### config.mk
export PLATFORM = sky130hd
export DESIGN_NAME = boot_loader
export DESIGN_NICKNAME = d
export VERILOG_FILES = /design/src/rtl/boot_loader_pkg.sv /design/src/rtl/boot_loader_byte_packer.sv /design/src/rtl/boot_loader.sv
export SDC_FILE = /design/constraint.sdc
export NUM_CORES = 1
export LEC_CHECK = 0
export CAP_MARGIN = 20
export CORE_AREA = 5 5 101 103
export CTS_BUF_LIST = sky130_fd_sc_hd__clkbuf_16
export CTS_CLUSTER_DIAMETER = 120
export DETAILED_ROUTE_END_ITERATION = 7
export DIE_AREA = 0 0 106 108
export GPL_TIMING_DRIVEN = 0
export MAX_ROUTING_LAYER = met4
export PLACE_DENSITY = 0.84
export SLEW_MARGIN = 20
export SYNTH_ARGS = -nofsm -noshare
export SYNTH_HDL_FRONTEND = slang
export SYNTH_SLANG_ARGS = --single-unit
### constraint.sdc
create_clock -name i_clk -period 2.1 [get_ports i_clk]
set_input_delay 0.42 -clock i_clk [delete_from_list [all_inputs] [get_ports i_clk]]
set_output_delay 0.42 -clock i_clk [all_outputs]
set_load 0.005 [all_outputs]
### src/rtl/boot_loader_pkg.sv
// Purpose: shared types and constants for the boot loader slice.
// Latency: n/a (definitions only).
// Backpressure: n/a.
package boot_loader_pkg;

    // Loader FSM encodings. DONE and ERR are terminal until reset.
    typedef enum logic [2:0] {
        ST_HDR   = 3'd0,
        ST_DATA  = 3'd1,
        ST_WRITE = 3'd2,
        ST_DONE  = 3'd3,
        ST_ERR   = 3'd4
    } state_t;

    localparam int HDR_BYTES      = 2;
    localparam int BYTES_PER_WORD = 4;

endpackage

### src/rtl/boot_loader_byte_packer.sv
// Purpose: packs a big-endian byte stream into 32-bit words.
// Latency: word_full is combinational with the 4th accept; packed word is valid the next cycle.
// Backpressure: none internally; the caller only asserts accept on a real transfer.
//
// Ports:
//   i_clk, i_rst_n     clock, async active-low reset
//   i_clear            restart byte counting (wins over i_accept)
//   i_accept, i_data   one byte shifted in per accept
//   o_byte_cnt         bytes accepted into the current word (mod 4)
//   o_word             shift register contents, newest byte in [7:0]
//   o_word_full        pulses on the accept that completes a word
module boot_loader_byte_packer
    import boot_loader_pkg::*;
(
    input  logic        i_clk,
    input  logic        i_rst_n,
    input  logic        i_clear,
    input  logic        i_accept,
    input  logic [7:0]  i_data,
    output logic [1:0]  o_byte_cnt,
    output logic [31:0] o_word,
    output logic        o_word_full
);

    logic [1:0]  r_cnt;
    logic [31:0] r_word;

    always_ff @(posedge i_clk or negedge i_rst_n) begin
        if (!i_rst_n) begin
            r_cnt  <= 2'd0;
            r_word <= 32'd0;
        end else begin
            if (i_accept) begin
                r_word <= {r_word[23:0], i_data};
            end
            if (i_clear) begin
                r_cnt <= 2'd0;
            end else if (i_accept) begin
                r_cnt <= r_cnt + 2'd1;
            end
        end
    end

    assign o_byte_cnt  = r_cnt;
    assign o_word      = r_word;
    assign o_word_full = i_accept && (r_cnt == 2'(BYTES_PER_WORD - 1));

endmodule

### src/rtl/boot_loader.sv
// Purpose: loads a byte-stream program image into exmemory, then hands the memory port to the core.
// Latency: one write cycle after the 4th byte of each word; >=5 cycles per word; cpu_reset falls on the first DONE cycle.
// Backpressure: in_ready drops during the write cycle and after load/error; a held byte is taken in the next DATA cycle.
//
// Ports:
//   i_clk, i_reset                        clock, async active-low reset
//   i_in_valid, i_in_data, o_in_ready     byte stream (2-byte word count, then payload)
//   i_cpu_memwrite/adr/writedata          core memory port (used only after load)
//   o_mem_memwrite/adr/writedata          exmemory port
//   o_cpu_reset                           registered active-high core reset
//   o_load_done, o_load_err               load status
module boot_loader
    import boot_loader_pkg::*;
#(
    parameter int               WIDTH      = 32,
    parameter int               ADDR_WORDS = 256,
    parameter logic [WIDTH-1:0] BASE_ADR   = '0
) (
    input  logic             i_clk,
    input  logic             i_reset,
    input  logic             i_in_valid,
    input  logic [7:0]       i_in_data,
    output logic             o_in_ready,
    input  logic             i_cpu_memwrite,
    input  logic [WIDTH-1:0] i_cpu_adr,
    input  logic [WIDTH-1:0] i_cpu_writedata,
    output logic             o_mem_memwrite,
    output logic [WIDTH-1:0] o_mem_adr,
    output logic [WIDTH-1:0] o_mem_writedata,
    output logic             o_cpu_reset,
    output logic             o_load_done,
    output logic             o_load_err
);

    state_t      r_state;
    state_t      w_next;
    logic [15:0] r_count;
    logic [15:0] r_word_cnt;
    logic        r_cpu_reset;

    logic             w_xfer;
    logic             w_hdr_last;
    logic [15:0]      w_hdr_count;
    logic [1:0]       w_byte_cnt;
    logic [31:0]      w_word;
    logic             w_word_full;
    logic             w_last_word;
    logic [WIDTH-1:0] w_wr_adr;

    assign o_in_ready = (r_state == ST_HDR) || (r_state == ST_DATA);
    assign w_xfer     = i_in_valid && o_in_ready;

    // The packer is shared by header and payload: the header's first byte
    // sits in w_word[7:0] while the second byte is on the input.
    boot_loader_byte_packer u_packer (
        .i_clk       (i_clk),
        .i_rst_n     (i_reset),
        .i_clear     (w_hdr_last),
        .i_accept    (w_xfer),
        .i_data      (i_in_data),
        .o_byte_cnt  (w_byte_cnt),
        .o_word      (w_word),
        .o_word_full (w_word_full)
    );

    assign w_hdr_last  = (r_state == ST_HDR) && w_xfer &&
                         (w_byte_cnt == 2'(HDR_BYTES - 1));
    assign w_hdr_count = {w_word[7:0], i_in_data};
    assign w_last_word = ((r_word_cnt + 16'd1) == r_count);
    // Address arithmetic wraps at WIDTH bits.
    assign w_wr_adr    = BASE_ADR + (WIDTH'(r_word_cnt) << 2);

    always_comb begin
        w_next          = r_state;
        o_mem_memwrite  = 1'b0;
        o_mem_adr       = w_wr_adr;
        o_mem_writedata = WIDTH'(w_word);
        case (r_state)
            ST_HDR: begin
                if (w_hdr_last) begin
                    if (w_hdr_count == 16'd0) begin
                        w_next = ST_DONE;
                    end else if (32'(w_hdr_count) > 32'(ADDR_WORDS)) begin
                        w_next = ST_ERR;
                    end else begin
                        w_next = ST_DATA;
                    end
                end
            end
            ST_DATA: begin
                if (w_word_full) begin
                    w_next = ST_WRITE;
                end
            end
            ST_WRITE: begin
                o_mem_memwrite = 1'b1;
                w_next         = w_last_word ? ST_DONE : ST_DATA;
            end
            ST_DONE: begin
                o_mem_memwrite  = i_cpu_memwrite;
                o_mem_adr       = i_cpu_adr;
                o_mem_writedata = i_cpu_writedata;
            end
            ST_ERR: begin
                w_next = ST_ERR;
            end
            default: begin
                w_next = ST_HDR;
            end
        endcase
    end

    always_ff @(posedge i_clk or negedge i_reset) begin
        if (!i_reset) begin
            r_state     <= ST_HDR;
            r_count     <= 16'd0;
            r_word_cnt  <= 16'd0;
            r_cpu_reset <= 1'b1;
        end else begin
            r_state <= w_next;
            if (w_hdr_last) begin
                r_count <= w_hdr_count;
            end
            if (r_state == ST_WRITE) begin
                r_word_cnt <= r_word_cnt + 16'd1;
            end
            // Registered from next state so it drops on the first DONE cycle.
            r_cpu_reset <= (w_next != ST_DONE);
        end
    end

    assign o_cpu_reset = r_cpu_reset;
    assign o_load_done = (r_state == ST_DONE);
    assign o_load_err  = (r_state == ST_ERR);

endmodule

**Yosys cells after proc, flatten, opt, wreduce, memory -nomap -nowiden**

Index checks and enable logic that the tools add are counted.

- Register bits after elaboration: 70
- Latch bits: 0
- RAM bits: 0
- Memory bits (read-only): 0
- Input bits: 76
- Output and inout bits: 69
- Logic and storage cells: 36
- Memories: 0

- $add $sub $neg: 2
- Multipliers: 0
- Divide/modulo/power cells: 0
- Order comparisons: 1
- Equal/unequal tests: 8
- Shift operators: 0
- Muxes and demuxes: 11
- Bitwise logic cells: 0
- Reductions and logical operators: 8

Operators by type and width:

| operator | number |
|---|---|
| $mux W32 | 2 |
| $add A16 B1 Y16 const B | 1 |
| $eq A16 B16 Y1 | 1 |
| $gt A16 B9 Y1 const B | 1 |
| $logic_not A16 Y1 | 1 |
| $pmux W3 S5 | 1 |
| $mux W3 | 4 |
| $eq A3 B2 Y1 const B | 2 |
| $mux W2 | 3 |
| $logic_and A1 B1 Y1 | 4 |
| $eq A3 B1 Y1 const B | 1 |
| $eq A3 B3 Y1 const B | 1 |
| $logic_not A3 Y1 | 1 |
| $ne A3 B2 Y1 const B | 1 |
| $add A2 B1 Y2 const B | 1 |
| $eq A2 B1 Y1 const B | 1 |
| $eq A2 B2 Y1 const B | 1 |
| $pmux W1 S2 | 1 |
| $reduce_bool A2 Y1 | 1 |
| $logic_or A1 B1 Y1 | 1 |

**Longest topological paths before layout**

Gate-level depths: netlist of the first run.

- Depth in word-level cells: 8
- Gate-level depth with buffers: 8
- Depth with buffers taken out: 7

**Hierarchy**

A second synthesis of the first run with hierarchy kept.

- Cells, all modules: 382
- Area, all modules: 4226.6 um^2

By module, submodules not included:

| module | instances | cells an instance | area each (um^2) | seq. area each (um^2) |
|---|---|---|---|---|
| boot_loader | 1 | 306 | 2797.7 | 902.1 |
| boot_loader_byte_packer | 1 | 76 | 1428.9 | 850.8 |

**Worst setup path before layout of the first run**

Ideal clock, no wire load.

- Kind: register to output
- Start point: register r_state[0]
- End point: output port o_mem_adr[10]
- Data arrival time: 1.534 ns
- Data required time: 1.680 ns
- Slack: 0.146 ns
- Cell stages (with the launch flop): 6
- Path buffers: 2
- Cells stage by stage: dfrtp_1 > inv_1 > nor3_1 > buf_2 > buf_2 > mux2_2

- Word-level cells in the longest chain between the ends: 2

Ends and longest elaborated chain:

| what | line | source |
|---|---|---|
| from (decl) | boot_loader.sv:35 | `state_t r_state;` |
| from (signal assigned) | boot_loader.sv:120 | `r_state <= w_next;` |
| $eq A3 B2 Y1 | boot_loader.sv:78 | `case (r_state)` |
| $mux W32 | boot_loader.sv:78 |  |
| to (decl) | boot_loader.sv:28 | `output logic [WIDTH-1:0] o_mem_adr,` |

No other way between the ends.

**Worst setup path after layout of the first run**

- Start point: register r_state[2]
- End point: output port o_mem_adr[15]

The elaborated chain is that of the path after synthesis.

==> qor.yml, run 1 <==
placement:
  port_buffers: 144
  pre_cts_ws_ps: -697
  dpl.hpwl_um: 8400
  gp_congestion: 0.919
worst_setup_path:
  slowest_stage: "dfrtp_2"
  crit_type: "register to primary output"
  crit_path_start_kind: "register"
  crit_arrival_ps: 1930
  critPathMaxFanout: 5
  worstSetupEndpointType: "primary output"
  max_stage_delay_ps: 430
  crit_chain: "nor3_4 > buf_6 > buf_12 > buf_12 > buf_8 > mux2_4 > buf_6"
  worstPathRequired_ps: 1680
logic_synthesis:
  yosys-top-cells-count: "mux2_2, dfrtp_1, xnor2_1"
  syn_inst: 343
  avgSynthCellArea_sq_um: 11.8
  ys.flop_type: "dfrtp_1"
  yosysWarningCount: 0
  syn-num-nets: 420
  synth_seq_cells: 70
  ys_types: 53
  synthMostInstantiatedCell: "mux2_2"
  synth_area_sq_um: 4040
  yosys-top-cells-area: "dfrtp_1, mux2_2, xnor2_1, and2_1, nand2_1"
  synthArstFlopShare: 1.00
  synth_edf_count: 0
  synth_top_cell_by_area: "dfrtp_1"
  ys_seq_area_frac: 0.434
  synth_top_area_frac: 0.428
timing:
  rsz0062_at_grt: "true"
  skew_ps: 3.53
  fin_crit_sh: 1.12
  slew-limit-headroom: 0.678
  clock.fmax_ghz: 0.425
  fin_crit_ps: 2350
  final-hold-violation-count: 0
  whs_ps: 3.33
  setup_tns_ps: -9410
  setup_slack_ps: -255
  slew_violations: 0
  setup_viol: 56
  worst_pin_slew_ps: 479
clock_network:
  cts_tree: "done"
  cts.sink_count: 70
  root_buffer: "clkbuf_16"
  hold_buffers: 0
  clkTransAtPathRegs_ps: 60
  clk_latency_ps: 330
  clockBufferDepth: 2
  h-tree-depth: 3
  numCtsBuffers: 9
drt:
  firstDrtPassIters: 4
  routed_wl_um: 14200
  ant_nets: 0
  drtIter0Drc: 248
  wl_per_cell_um: 21.9
  vias: 3613
  drc_errors: 0
  viasPerCell: 5.59
grt:
  grt_use_total: 0.242
  grt_pass1_vias: 3788
  antenna_found_initial: 0
  grt_start_max_net_pins: 45
  grt_first_pass_wirelength_um: 20900
  overflow: 0
layout:
  final_nets: 607
  drive_gt1_frac: 0.495
  multi_input_area_sq_um: 2370
  fill_cells: 551
  areaGrowthSynthToFinish_pct: 66.2
  fin_util: 0.737
  antenna_cells: 0
  seqCellArea_sq_um: 1760
power_and_ir_drop:
  leakagePower_nw: 3.30
  p_int_w: 0.00292
  p_sw_frac: 0.194
  p_sw_w: 0.000701
  power.share.combinational: 0.115
  sequentialPowerShare: 0.373
  pwr-share-clk: 0.512
  powerDensity_nw_per_um2: 539
  vdd_ir_drop_max_mv: 0.424
floorplanning:
  die_y_um: 108
  rows: 35
  fp.dieW_um: 106
  io_pins: 145
  die-area_sq_um: 11400
  core_area_sq_um: 9110
  floorplan.initialDensity: 0.443
status:
  violations: "negative setup slack"
  status: "finished with violations"
job:
  cap_violations: 0
min_path:
  hold_class: "primary input to asynchronous set/reset pin"
## what timing repair did
action | in CTS | in global routing
pin swaps | 8 | 5
gates resized for setup | 369 | 61
cloned | 5 | 1
setup endpoints to repair | 68 | 100
buffers inserted | 20 | 11
## layer usage
metal	share of wire	track usage
met3	0.055	0.0531
met1	0.38	0.283
met2	0.53	0.404
met5	0	-
met4	0.036	0.102
## cells by family after synthesis
family | count (synthesis) | synth area share
DFF | 70 | 0.434
muxes | 98 | 0.273
AOI/OAI and AO/OA | 25 | 0.0443
and+or+nand+nor | 87 | 0.128
xor gates and xnor gates | 34 | 0.0738
adders and majority gates | 1 | 0.00310
buffers and inverters | 28 | 0.0437
## state kept, by name, indices dropped and copies added, names as in the netlist
| name | cells |
|---|---|
| u_packer.o_byte_cnt | 2 |
| u_packer.o_word | 32 |
| o_cpu_reset | 1 |
| r_count | 16 |
| r_state | 3 |
| r_word_cnt | 16 |
## critical path, delay by kind of cell (launching register included)
family                 cells  cell delay (ps)
buffers and inverters      5              610
multiplexers               1              310
flip-flops                 1              430
AND/OR/NAND/NOR            1              260
## stage by stage
| step | power, W | cell area (sq um) | std cells |
|---|---|---|---|
| final | 0.00362 | 6710 | 646 |
| after global routing | 0.00372 | 6710 | 646 |
| after CTS | 0.00361 | 6600 | 639 |
| after detailed placement | 0.00175 | 5640 | 599 |
| after global placement | 0.00174 | 5620 | 598 |
| after floorplan | 0.00144 | 4040 | 343 |
## cell usage in the layout, fill, tap and decap left out, types with 6 or more instances in the layout
| cell | netlist | layout |
|---|---|---|
| clkbuf_16 | 0 | 9 |
| mux2_4 | 0 | 46 |
| buf_4 | 3 | 17 |
| buf_12 | 0 | 7 |
| nor2_1 | 9 | 8 |
| xor2_1 | 7 | 7 |
| dfrtp_1 | 69 | 64 |
| nand4_1 | 6 | 6 |
| and2_1 | 18 | 13 |
| buf_6 | 1 | 63 |
| xnor2_1 | 27 | 27 |
| clkbuf_2 | 1 | 9 |
| mux2_2 | 96 | 50 |
| nand2_1 | 18 | 17 |
| buf_2 | 9 | 10 |
| buf_8 | 0 | 9 |
| clkdlybuf4s50_1 | 0 | 76 |
## area by class of cell
cell class                 instances  share of cell area
clock buffer                       9              0.0336
multi-input combinational        245               0.353
tap                              111              0.0207
inverter                           5             0.00280
clock inverter                     7              0.0205
sequential                        70               0.262
timing repair buffer             179               0.275
buffer                            20              0.0321
## power groups by stage
stage          clock (W)  combinational, W  sequential [W]
2_1_floorplan          0         0.0000681         0.00137
3_3_place_gp           0          0.000365         0.00137
3_5_place_dp           0          0.000376         0.00137
4_1_cts          0.00186          0.000403         0.00135
5_1_grt          0.00193          0.000443         0.00135
6_report         0.00185          0.000417         0.00135
## worst paths after layout
| kind | from | endpoint | slack (ps) | depth (start not counted) |
|---|---|---|---|---|
| max in group asynchronous | i_reset | r_count[5] | 1550 | 2 |
| worst min register to register | u_packer.o_word[31] | u_packer.o_word[31] | 510 | 1 |
| worst max register to register | r_word_cnt[4] | r_state[1] | 70 | 7 |
| worst max-delay path | r_state[2] | o_mem_adr[15] | -250 | 7 |
| worst min-delay path | i_reset | u_packer.o_word[16] | 3 | 1 |
| min in group i_clk | u_packer.o_word[31] | u_packer.o_word[31] | 510 | 1 |
Power figures use the tool's default switching activity.
==> run 2: changes to the inputs <==
CORE_AREA = 2 2 98 100   (was 5 5 101 103)
DIE_AREA = 0 0 100 102   (was 0 0 106 108)
==> qor.yml, run 2 (same netlist as run 1, synthesis figures left out) <==
clock_network:
  clkTransAtPathRegs_ps: 60  # about the same
  h-tree-depth: 3  # unchanged
  root_buffer: "clkbuf_16"  # unchanged
  cts_tree: "done"  # unchanged
  numCtsBuffers: 9  # unchanged
  clockBufferDepth: 2  # unchanged
  clk_latency_ps: 330  # about the same
  cts.sink_count: 70  # unchanged
floorplanning:
  die-area_sq_um: 10200  # was 11400 sq um
  core_area_sq_um: 9110  # unchanged
  floorplan.initialDensity: 0.443  # unchanged
  rows: 35  # unchanged
  fp.dieW_um: 100  # was 106 um
  die_y_um: 102  # was 108 um
  io_pins: 145  # unchanged
worst_setup_path:
  crit_path_frequent_cell: "buf_6"
  path_buf_inv: 4  # was 5
  slowest_stage: "dfrtp_2"  # unchanged
  worstSetupEndpointType: "primary output"  # unchanged
  worstPathRequired_ps: 1680  # about the same
  reg2reg_from: "r_word_cnt[3]"  # was r_word_cnt[4]
  critPathTopFamily: "buffers and inverters"  # unchanged
  critPathMaxFanout: 6  # was 5
  crit_path_start_kind: "register"  # unchanged
  cp-startpoint: "r_state[2]"  # unchanged
  crit_arrival_ps: 1910  # was 1930 ps
  crit_type: "register to primary output"  # unchanged
  max_stage_delay_ps: 420  # was 430 ps
  crit_chain: "nor3_4 > buf_6 > buf_12 > buf_8 > mux2_4 > buf_6"  # was nor3_4 > buf_6 > buf_12 > buf_12 > buf_8 > mux2_4 > buf_6
layout:
  largest_register_ffs: 32  # unchanged
  seqCellArea_sq_um: 1760  # about the same
  multi_input_area_sq_um: 2360  # was 2370 sq um
  fin_cells: 643  # was 646
  antenna_cells: 0  # unchanged
  areaGrowthSynthToFinish_pct: 64.4  # was 66.2%
  mostFrequentLayoutCells: "clkdlybuf4s50_1, dfrtp_1, buf_6"  # unchanged
  drive_gt1_frac: 0.470  # was 0.495
  fill_cells: 551  # unchanged
  final_nets: 605  # was 607
  layout_commonest_cell: "clkdlybuf4s50_1"  # unchanged
min_path:
  min_from: "u_packer.o_word[27]"
  hold_class: "register to register"  # was primary input to asynchronous set/reset pin
power_and_ir_drop:
  p_sw_frac: 0.203  # was 0.194
  p_sw_w: 0.000712  # was 0.000701 W
  power_w: 0.00351  # was 0.00362 W
  pwr-share-clk: 0.496  # was 0.512
  powerDensity_nw_per_um2: 528  # was 539 nW/um^2
  sequentialPowerShare: 0.385  # was 0.373
  vdd_ir_drop_max_mv: 0.394  # was 0.424 mV
  power.share.combinational: 0.119  # was 0.115
  leakagePower_nw: 3.24  # was 3.30 nW
  p_int_w: 0.00279  # was 0.00292 W
drt:
  firstDrtPassIters: 4  # unchanged
  vias: 3566  # was 3613
  wl_per_cell_um: 21.8  # was 21.9 um
  viasPerCell: 5.55  # was 5.59
  ant_nets: 0  # unchanged
  drc_errors: 0  # unchanged
  routed_wl_um: 14000  # was 14200 um
  drtIter0Drc: 210  # was 248
timing:
  slew-limit-headroom: 0.690  # was 0.678
  setup_viol: 49  # was 56
  whs_ps: 523  # was 3.33 ps
  fin_crit_sh: 1.11  # was 1.12
  slew_violations: 0  # unchanged
  clock.fmax_ghz: 0.429  # was 0.425 GHz
  setup_slack_ps: -230  # was -255 ps
  skew_ps: 7.23  # was 3.53 ps
  rsz0062_at_grt: "true"  # unchanged
  setup_tns_ps: -8960  # was -9410 ps
  final-hold-violation-count: 0  # unchanged
  fin_crit_ps: 2330  # was 2350 ps
  worst_pin_slew_ps: 460  # was 479 ps
status:
  status: "finished with violations"  # unchanged
  violations: "negative setup slack"  # unchanged
grt:
  grt_use_total: 0.283  # was 0.242
  antenna_found_initial: 0  # unchanged
  grt_first_pass_wirelength_um: 21300  # was 20900 um
  overflow: 0  # unchanged
  grt_start_max_net_pins: 48  # was 45
  grt_pass1_vias: 3840  # was 3788
placement:
  dpl.hpwl_um: 8350  # was 8400 um
  port_buffers: 144  # unchanged
  gp_congestion: 0.872  # was 0.919
  place_inst: 599  # unchanged
  pre_cts_ws_ps: -719  # was -697 ps
job:
  cap_violations: 0  # unchanged
==> run 2: changes by cell type in the layout (fill, tap and decap cells not counted), sizes merged <==
cell,delta
buf,-2
dlymetal6s2s,-1
dlygate4sd2,+3
clkdlybuf4s50,+1
inv,-1
bufinv,-1
clkinvlp,+1
clkbuf,-5
clkdlybuf4s15,+1
dlygate4sd3,+1
==> run 2: power by group through the flow <==
stage                     Combinational, W  Sequential [W]  Clock [W]
after global routing              0.000443         0.00135    0.00180
after floorplan                  0.0000681         0.00137          0
after global placement            0.000364         0.00137          0
after detailed placement          0.000378         0.00137          0
after CTS                         0.000413         0.00135    0.00173
final                             0.000419         0.00135    0.00174
==> run 2: layout make-up <==
type	count	area share
well taps	111	0.0209
flip-flops and latches	70	0.265
plain buffers	20	0.0336
clock inverters	6	0.0168
clock buffers	9	0.0339
inverters	5	0.00283
multi-input cells	245	0.356
repair buffers	177	0.271
==> run 2: metrics by stage <==
step                      area (sq um)  utilization
after floorplan                   4040            -
after detailed placement          5640        0.620
final                             6640        0.729
after global placement            5620        0.617
after CTS                         6590        0.724
after global routing              6640        0.729
==> run 2: worst paths after layout <==
check / end / cells past startpoint / slack [ps]
setup / recovery: o_mem_writedata[3] / 6 / -230
hold / removal: u_packer.o_word[27] / 1 / 520
setup reg to reg: r_state[1] / 6 / 10
hold reg to reg: u_packer.o_word[27] / 1 / 520
max in group asynchronous: r_count[7] / 3 / 1000
min in group asynchronous: u_packer.o_word[24] / 2 / 540
==> run 2: per-layer routing <==
layer	vias to the layer above	GRT usage	wire, um
li1	1593	-	-
met1	1764	0.337	5380
met2	166	0.484	7340
met3	43	0.0513	768
met4	0	0.103	531
met5	-	-	0
==> run 2: what timing repair did <==
action | 4_1_cts | 5_1_grt
setup buffers | 22 | 13
hold buffers | 1 | 0
pin swaps | 2 | 7
gates cloned | 4 | 0
endpoints found under the setup margin | 68 | 107
gates resized for setup | 379 | 27
endpoints found under the hold margin | 1 | 0
==> run 2: worst register-to-register path: stages, from the launching register on <==
cell and delay, ps:
dfrtp_1 560, nand4_4 200, or3_1 440, a311oi_2 240, a211oi_1 70, and4b_1 250, or2_1 230
==> run 3: changes to the inputs <==
GPL_ROUTABILITY_DRIVEN = 0   (was default)
HOLD_SLACK_MARGIN = 0.12   (was default)
==> qor.yml, run 3 (same netlist as run 1, synthesis figures left out) <==
drt:
  met3_length_um: 994  # was 768 um
  vias: 3571  # was 3566
  ant_nets: 0  # unchanged
  drc_errors: 0  # unchanged
  viasPerCell: 5.58  # was 5.55
  wl_per_cell_um: 21.0  # was 21.8 um
  wirelength_met1_um: 4990  # was 5380 um
  top_layer: "met4"  # unchanged
  routed_wl_um: 13500  # was 14000 um
  wl_met2_um: 7060  # was 7340 um
  drtIter0Drc: 177  # was 210
  firstDrtPassIters: 5  # was 4
timing:
  clock.fmax_ghz: 0.420  # was 0.429 GHz
  setup_tns_ps: -11290  # was -8960 ps
  worst_pin_slew_ps: 465  # was 460 ps
  setup_viol: 64  # was 49
  slew_violations: 0  # unchanged
  skew_ps: 7.47  # was 7.23 ps
  rsz0062_at_grt: "true"  # unchanged
  fin_crit_sh: 1.13  # was 1.11
  fin_crit_ps: 2380  # was 2330 ps
  whs_ps: 518  # was 523 ps
  setup_slack_ps: -283  # was -230 ps
  slew-limit-headroom: 0.689  # was 0.690
  final-hold-violation-count: 0  # unchanged
power_and_ir_drop:
  leakagePower_nw: 3.21  # was 3.24 nW
  p_sw_w: 0.000705  # was 0.000712 W
  sequentialPowerShare: 0.386  # was 0.385
  power.share.combinational: 0.118  # was 0.119
  pwr-share-clk: 0.496  # about the same
  power_w: 0.00350  # was 0.00351 W
  p_sw_frac: 0.202  # was 0.203
  p_int_w: 0.00279  # about the same
  vdd_ir_drop_max_mv: 0.402  # was 0.394 mV
  powerDensity_nw_per_um2: 528  # about the same
floorplanning:
  rows: 35  # unchanged
  core_area_sq_um: 9110  # unchanged
  io_pins: 145  # unchanged
  fp.dieW_um: 100  # unchanged
  floorplan.initialDensity: 0.443  # unchanged
  die_y_um: 102  # unchanged
  die-area_sq_um: 10200  # unchanged
layout:
  final_nets: 601  # was 605
  multi_input_area_sq_um: 2330  # was 2360 sq um
  fin_util: 0.727  # was 0.729
  areaGrowthSynthToFinish_pct: 64.0  # was 64.4%
  seqCellArea_sq_um: 1760  # about the same
  layout_commonest_cell: "clkdlybuf4s50_1"  # unchanged
  fill_cells: 572  # was 551
  drive_gt1_frac: 0.471  # was 0.470
  antenna_cells: 0  # unchanged
  largest_register_ffs: 32  # unchanged
  mostFrequentLayoutCells: "clkdlybuf4s50_1, dfrtp_1, mux2_2"  # was clkdlybuf4s50_1, dfrtp_1, buf_6
  stdcell_area_sq_um: 6620  # was 6640 sq um
grt:
  grt_use_total: 0.267  # was 0.283
  grt_start_max_net_pins: 45  # was 48
  grt_first_pass_wirelength_um: 20300  # was 21300 um
  antenna_found_initial: 0  # unchanged
  grt_pass1_vias: 3813  # was 3840
  overflow: 0  # unchanged
worst_setup_path:
  worstPathRequired_ps: 1680  # about the same
  path_buf_inv: 5  # was 4
  slowest_stage: "dfrtp_2"  # unchanged
  critPathMaxFanout: 5  # was 6
  crit_type: "register to primary output"  # unchanged
  critPathTopFamily: "buffers and inverters"  # unchanged
  crit_path_start_kind: "register"  # unchanged
  crit_chain: "nor3_4 > buf_6 > buf_12 > buf_8 > buf_12 > mux2_4 > buf_6"  # was nor3_4 > buf_6 > buf_12 > buf_8 > mux2_4 > buf_6
  crit_arrival_ps: 1960  # was 1910 ps
  max_stage_delay_ps: 420  # about the same
  worstSetupEndpointType: "primary output"  # unchanged
clock_network:
  clockBufferDepth: 2  # unchanged
  h-tree-depth: 3  # unchanged
  clk_latency_ps: 340  # was 330 ps
  numCtsBuffers: 9  # unchanged
  cts_tree: "done"  # unchanged
  cts.sink_count: 70  # unchanged
  root_buffer: "clkbuf_16"  # unchanged
  clkTransAtPathRegs_ps: 50  # was 60 ps
status:
  status: "finished with violations"  # unchanged
  violations: "negative setup slack"  # unchanged
placement:
  dpl.hpwl_um: 8120  # was 8350 um
  placed_cell_area_sq_um: 5640  # about the same
  port_buffers: 144  # unchanged
min_path:
  hold_class: "register to register"  # unchanged
job:
  cap_violations: 0  # unchanged
run 3: final timing paths:
| check | startpoint | to | slack (ps) | cells after the start |
|---|---|---|---|---|
| hold / removal | u_packer.o_word[31] | u_packer.o_word[31] | 520 | 1 |
| hold reg to reg | u_packer.o_word[31] | u_packer.o_word[31] | 520 | 1 |
| setup / recovery | r_state[2] | o_mem_writedata[2] | -280 | 7 |
| min in group asynchronous | i_reset | u_packer.o_word[24] | 540 | 2 |
| setup reg to reg | r_word_cnt[1] | r_state[1] | 30 | 7 |
| max in group asynchronous | i_reset | r_count[7] | 1010 | 3 |
run 3: cell type report:
cell class                 count  share of cell area
sequential                    70               0.266
multi-input combinational    245               0.353
clock inverter                 7              0.0172
clock buffer                   9              0.0340
tap                          111              0.0210
buffer                        21              0.0357
timing repair buffer         172               0.271
inverter                       5             0.00283
run 3: stage by stage:
| stage | cells | setup slack [ps] |
|---|---|---|
| final | 640 | -283 |
| after global routing | 640 | -326 |
| after CTS | 637 | -261 |
| after floorplan | 343 | 146 |
| after global placement | 598 | -1590 |
| after detailed placement | 599 | -742 |
run 3: timing repair:
action	in CTS	in global routing
resized for setup	347	29
setup endpoints to repair	67	72
endpoints found under the hold margin	25	0
hold buffers	1	0
cloned	5	0
buffers inserted	17	6
pin swaps	9	4
run 3: power groups by stage:
stage	Sequential, W	Clock (W)	Combinational, W
floorplan	0.00137	0	0.0000681
global placement	0.00137	0	0.000364
detailed placement	0.00137	0	0.000375
CTS	0.00135	0.00173	0.000398
global route	0.00135	0.00180	0.000436
finish	0.00135	0.00173	0.000413
run 3: worst register-to-register path: stages (launching register included):
cell and delay (ps):
dfrtp_2 420, ha_4 300, xnor2_2 110, o211ai_1 130
a2111oi_2 410, o2111ai_1 180, and4b_1 340, or2_1 120
run 3: routing by layer:
layer / vias up / global-route usage
li1: 1593 / -
met1: 1745 / 0.303
met2: 195 / 0.467
met3: 38 / 0.0561
met4: 0 / 0.101
met5: - / -
